## src/rtl/mem_access_pkg.sv

```systemverilog
// Shared definitions for the SRAM access controller.
//   state_e   : controller FSM states
//   WaitCntW  : width of the access-phase wait counter
//   MemRead / MemWrite : encoding of the memory read_write pin
package mem_access_pkg;

  localparam int unsigned WaitCntW = 4;

  localparam logic MemRead  = 1'b0;
  localparam logic MemWrite = 1'b1;

  typedef enum logic [1:0] {
    StIdle,
    StSetup,
    StAccess,
    StRecover
  } state_e;

endpackage

```

## src/rtl/mem_access_ctrl.sv

```systemverilog
// Initiator for a single-port, asynchronous-read SRAM. Takes one read or write request at a
// time over a valid/ready handshake, drives the memory pins through setup, access and recovery
// phases, and returns read data or a write acknowledge over a response handshake.
//
// Ports:
//   clk, rst_n                  clock (rising edge), asynchronous active-low reset
//   req_valid_i / req_ready_o   request handshake
//   req_write_i, req_addr_i, req_wdata_i   request payload (1 = write)
//   resp_valid_o / resp_ready_i response handshake
//   resp_write_o, resp_rdata_o  echo of the request type and read data (0 for writes)
//   mem_address_o, mem_data_in_o, mem_read_write_o, mem_chip_en_o   memory pins (outputs)
//   mem_data_out_i              memory read data
module mem_access_ctrl
  import mem_access_pkg::*;
#(
  parameter int unsigned ADDR_W        = 8,
  parameter int unsigned DATA_W        = 8,
  parameter int unsigned ACCESS_CYCLES = 1
) (
  input  logic              clk,
  input  logic              rst_n,
  input  logic              req_valid_i,
  output logic              req_ready_o,
  input  logic              req_write_i,
  input  logic [ADDR_W-1:0] req_addr_i,
  input  logic [DATA_W-1:0] req_wdata_i,
  output logic              resp_valid_o,
  input  logic              resp_ready_i,
  output logic              resp_write_o,
  output logic [DATA_W-1:0] resp_rdata_o,
  output logic [ADDR_W-1:0] mem_address_o,
  output logic [DATA_W-1:0] mem_data_in_o,
  input  logic [DATA_W-1:0] mem_data_out_i,
  output logic              mem_read_write_o,
  output logic              mem_chip_en_o
);

  if (ACCESS_CYCLES < 1 || ACCESS_CYCLES > 15) begin : gen_bad_access_cycles
    $error("mem_access_ctrl: ACCESS_CYCLES must be in the range 1..15");
  end

  localparam logic [WaitCntW-1:0] CntLoad = WaitCntW'(ACCESS_CYCLES - 1);

  state_e              state_q, state_d;
  logic [WaitCntW-1:0] cnt_q, cnt_d;
  logic                req_ready_q, req_ready_d;
  logic                resp_valid_q, resp_valid_d;
  logic                resp_write_q, resp_write_d;
  logic [DATA_W-1:0]   resp_rdata_q, resp_rdata_d;
  logic [ADDR_W-1:0]   addr_q, addr_d;
  logic [DATA_W-1:0]   wdata_q, wdata_d;
  logic                rw_q, rw_d;
  logic                ce_q, ce_d;

  always_comb begin
    state_d      = state_q;
    cnt_d        = cnt_q;
    req_ready_d  = req_ready_q;
    resp_valid_d = resp_valid_q;
    resp_write_d = resp_write_q;
    resp_rdata_d = resp_rdata_q;
    addr_d       = addr_q;
    wdata_d      = wdata_q;
    rw_d         = rw_q;
    ce_d         = 1'b0;

    unique case (state_q)
      StIdle: begin
        if (req_valid_i && req_ready_q) begin
          addr_d       = req_addr_i;
          wdata_d      = req_wdata_i;
          rw_d         = req_write_i;
          resp_write_d = req_write_i;
          req_ready_d  = 1'b0;
          state_d      = StSetup;
        end
      end
      StSetup: begin
        // Pins have been stable for a full cycle; open the strobe on this edge.
        cnt_d   = CntLoad;
        ce_d    = 1'b1;
        state_d = StAccess;
      end
      StAccess: begin
        if (cnt_q == '0) begin
          resp_rdata_d = (rw_q == MemWrite) ? '0 : mem_data_out_i;
          resp_valid_d = 1'b1;
          state_d      = StRecover;
        end else begin
          cnt_d = cnt_q - 1'b1;
          ce_d  = 1'b1;
        end
      end
      StRecover: begin
        // Address and read_write stay put until the client takes the response, so the
        // strobe can never overlap an address change.
        if (resp_ready_i) begin
          resp_valid_d = 1'b0;
          rw_d         = MemRead;
          req_ready_d  = 1'b1;
          state_d      = StIdle;
        end
      end
      default: begin
        state_d = StIdle;
      end
    endcase
  end

  // Asynchronous reset drops chip_en and read_write immediately so a reset mid-access can
  // never complete a write.
  always_ff @(posedge clk or negedge rst_n) begin
    if (!rst_n) begin
      state_q      <= StIdle;
      cnt_q        <= '0;
      req_ready_q  <= 1'b1;
      resp_valid_q <= 1'b0;
      resp_write_q <= 1'b0;
      resp_rdata_q <= '0;
      addr_q       <= '0;
      wdata_q      <= '0;
      rw_q         <= MemRead;
      ce_q         <= 1'b0;
    end else begin
      state_q      <= state_d;
      cnt_q        <= cnt_d;
      req_ready_q  <= req_ready_d;
      resp_valid_q <= resp_valid_d;
      resp_write_q <= resp_write_d;
      resp_rdata_q <= resp_rdata_d;
      addr_q       <= addr_d;
      wdata_q      <= wdata_d;
      rw_q         <= rw_d;
      ce_q         <= ce_d;
    end
  end

  assign req_ready_o      = req_ready_q;
  assign resp_valid_o     = resp_valid_q;
  assign resp_write_o     = resp_write_q;
  assign resp_rdata_o     = resp_rdata_q;
  assign mem_address_o    = addr_q;
  assign mem_data_in_o    = wdata_q;
  assign mem_read_write_o = rw_q;
  assign mem_chip_en_o    = ce_q;

endmodule
```

## config.mk

```make
export PLATFORM = sky130hd
export DESIGN_NAME = mem_access_ctrl
export DESIGN_NICKNAME = d
export VERILOG_FILES = /design/src/rtl/mem_access_pkg.sv /design/src/rtl/mem_access_ctrl.sv
export SDC_FILE = /design/constraint.sdc
export NUM_CORES = 1
export LEC_CHECK = 0
export BUFFER_PORTS_ARGS = -buffer_cell sky130_fd_sc_hd__buf_2
export CORE_ASPECT_RATIO = 1.25
export CORE_UTILIZATION = 32
export DETAILED_ROUTE_END_ITERATION = 7
export GPL_ROUTABILITY_DRIVEN = 1
export GPL_TIMING_DRIVEN = 0
export SLEW_MARGIN = 0
export SYNTH_ARGS = -nofsm -noshare
export SYNTH_HDL_FRONTEND = slang
export SYNTH_SLANG_ARGS = --single-unit
```

## constraint.sdc

```tcl
create_clock -name clk -period 2.05 [get_ports clk]
set_input_delay 0.205 -clock clk [delete_from_list [all_inputs] [get_ports clk]]
set_output_delay 0.205 -clock clk [all_outputs]
set_load 0.01 [all_outputs]
```

==> impl_metrics.tcl <==
set metrics [dict create \
    status "finished, violations left" \
    violations "negative hold slack" \
    cts_root_buffer "clkbuf_8" \
    holdBufCountCts 0 \
    die_area_mm2 0.00515 \
    p_total_mw 1.35 \
    cts_buffers 5 \
    max_stage_delay_ps 430 \
    cp.required_ps 2230 \
    rows 28 \
    max_clock_freq_mhz 532 \
    clkTransAtPathRegs_ps 70 \
    path_class "register to register" \
    p_leak_nw 1.11 \
    drt-initial-drc-count 29 \
    synth-edff-count 0 \
    crit_fanout 4 \
    area_growth_pct 30.2 \
    cp_num_cells 5 \
    cts_sinks 35 \
    maxCapViolCount 0 \
    cp_cell_sequence "inv_1 > ha_1 > or3b_4 > a221oi_4 > mux2_4" \
    io_buffers 57 \
    r2r_cells 5 \
    fin_skew_ps 9.84 \
    antenna_left 0 \
    crit_slowest_cell "or3b_4" \
    cp-start-kind "register" \
    cts_tree "yes" \
    vias 1154 \
    io_pins 58 \
    post_cts_buffers 0 \
    avgSynthCellArea_um2 12.3 \
    path_buf_inv 1 \
    end_kind "register" \
    initial_core_util_pct 33.2 \
    placed_area_mm2 0.00192 \
    firstDrtPassIters 4 \
    rsz0062_at_grt "false" \
    synthCells 127 \
    slew_violations 0 \
    cp_data_arrival_time_ps 2050 \
    max-slew-margin-rel_pct 48.4 \
    groute.usage.overall_pct 12.6 \
    r2r-end "state_q[1]" \
    powerDensity_mw_per_mm2 664 \
    gr-total-overflow 0 \
    h-tree-depth 2 \
    diodes 0 \
    grt_antenna_before_repair 0 \
    syn-num-nets 162 \
    timing.rr.start "cnt_q[0]" \
    wl_met1_um 1230 \
    routed_via_density 4.58 \
    cts.repair.resized 0 \
    drc 0 \
    cp-startpoint "cnt_q[0]" \
    ir_drop_v 0.000549 \
    fp.dieW_um 64.4 \
    hpwl_um 2150 \
    avgRoutedWirePerCell_um 11.4 \
    fin_nets 226 \
    core_mm2 0.00469 \
    wl_met2_um 1410 \
    stdcell_count 252 \
    syn_area_mm2 0.00156 \
    async_flop_share_pct 100 \
    routed.top_layer "met4" \
    layout-drive-gt1-share_pct 41.7 \
    grt_pass1_wl_um 4930 \
    finalSetupViolations 0 \
    hold_class "primary input to asynchronous set/reset pin" \
    ys.flop_type "dfrtp_1" \
    r2r_setup_slack_ps 170 \
    die_h_um 80.0 \
    synth_cell_types 34 \
    period_minus_slack_ps 1880 \
    min_period_over_period_pct 91.6 \
    final_cell_area_mm2 0.00203 \
    yosys_warnings 0 \
    tightest_slew_ps 774 \
    grt_max_degree 36 \
    crit_family "simple AND/OR/NAND/NOR gates" \
    placedCellCount 244 \
    ys_seq_elements 35 \
    wl_um 2880 \
    tns_ps 0 \
    nFillCells 490 \
    cts.path.max_buffers 2 \
    final-hold-violation-count 25 \
    worstSkewPairLatency_ps 290 \
    wl_met3_um 187 \
    place_congestion 0.705 \
    synth-seq-area-share_pct 56.3 \
    grt_pass1_vias 1120 \
    timing.hold.ws_ps -6.92 \
]
## routing by layer
layer,GRT usage (%),vias up
li1,-,562
met1,14.1,551
met2,21.7,36
met3,4.29,5
met4,5.33,0
met5,0,-
## cells in the final DEF (no fill, tap or decap), drive strengths merged, types with 2 or more instances in the layout
master	count
buf	61
dfrtp	34
mux2	17
nand2	15
o21ai	10
nand2b	8
clkbuf	7
inv	6
ha	6
a21oi	3
nor2b	2
nor2	2
mux2i	2
nand3	2
## where the power goes
group	switching, mW	total [mW]	internal (mW)
Sequential	0	0.690	0.690
Combinational	0.0225	0.0432	0.0207
Clock	0.251	0.613	0.363
## final cells by class
class                           instances  area, um^2  share of cell area [%]
Multi-Input combinational cell         81         636                    31.3
Buffer                                  5        22.5                    1.11
Tap cell                               60        75.1                    3.70
Sequential cell                        35         877                    43.2
Inverter                                6        22.5                    1.11
Clock inverter                          2        37.5                    1.85
Timing Repair Buffer                   57         285                    14.1
Clock buffer                            6        72.6                    3.58
## how the worst max path moves through the flow
stage,to,slack [ps]
finish,state_q[1],170
global route,mem_address_o[1],6
CTS,mem_read_write_o,180
detailed placement,state_q[1],180
global placement,mem_read_write_o,190
floorplan,state_q[1],280
## state kept, by name, summed over array words and instances (netlist names)
register          flops
cnt_q                 4
resp_write_o          1
mem_chip_en_o         1
mem_address_o         8
state_q               2
resp_valid_o          1
mem_read_write_o      1
mem_data_in_o         8
resp_rdata_o          8
req_ready_o           1
## worst register-to-register path: stages, from the launching register on
cell and delay [ps]:
dfrtp_1 400, inv_1 90, ha_1 210, or3b_4 430, a221oi_4 330, mux2_4 320
## cell families after synthesis
| kind of cell | after synthesis | synth area share (%) |
|---|---|---|
| compound gates | 22 | 10.4 |
| fa+ha+maj | 6 | 4.82 |
| buf+inv | 11 | 2.89 |
| flops | 35 | 56.3 |
| mux | 19 | 13.8 |
| simple gates | 34 | 11.8 |
## through the flow
stage | hold WS, ps | worst slack [ps] | util, %
3_5_place_dp | 340 | 183 | 40.9
6_report | -6.92 | 172 | 43.2
3_3_place_gp | 343 | 188 | 40.9
5_1_grt | 53.0 | 5.84 | 43.2
2_1_floorplan | -90.6 | 279 | -
4_1_cts | 23.1 | 175 | 43.2
## Yosys cell counts (all sizes together), types with 2 or more instances
cell    instances  area share (%)
ha              6             4.8
nand3           2            0.96
nor2            2            0.48
buf             4             1.2
o21ai          10             3.2
dfrtp          34              55
nand2b          8             3.2
nand2          15             3.6
mux2i           2             1.3
mux2           17              13
a21oi           3            0.96
nor2b           2            0.80
inv             6             1.4
No activity file was read; power rests on OpenSTA's default activity.
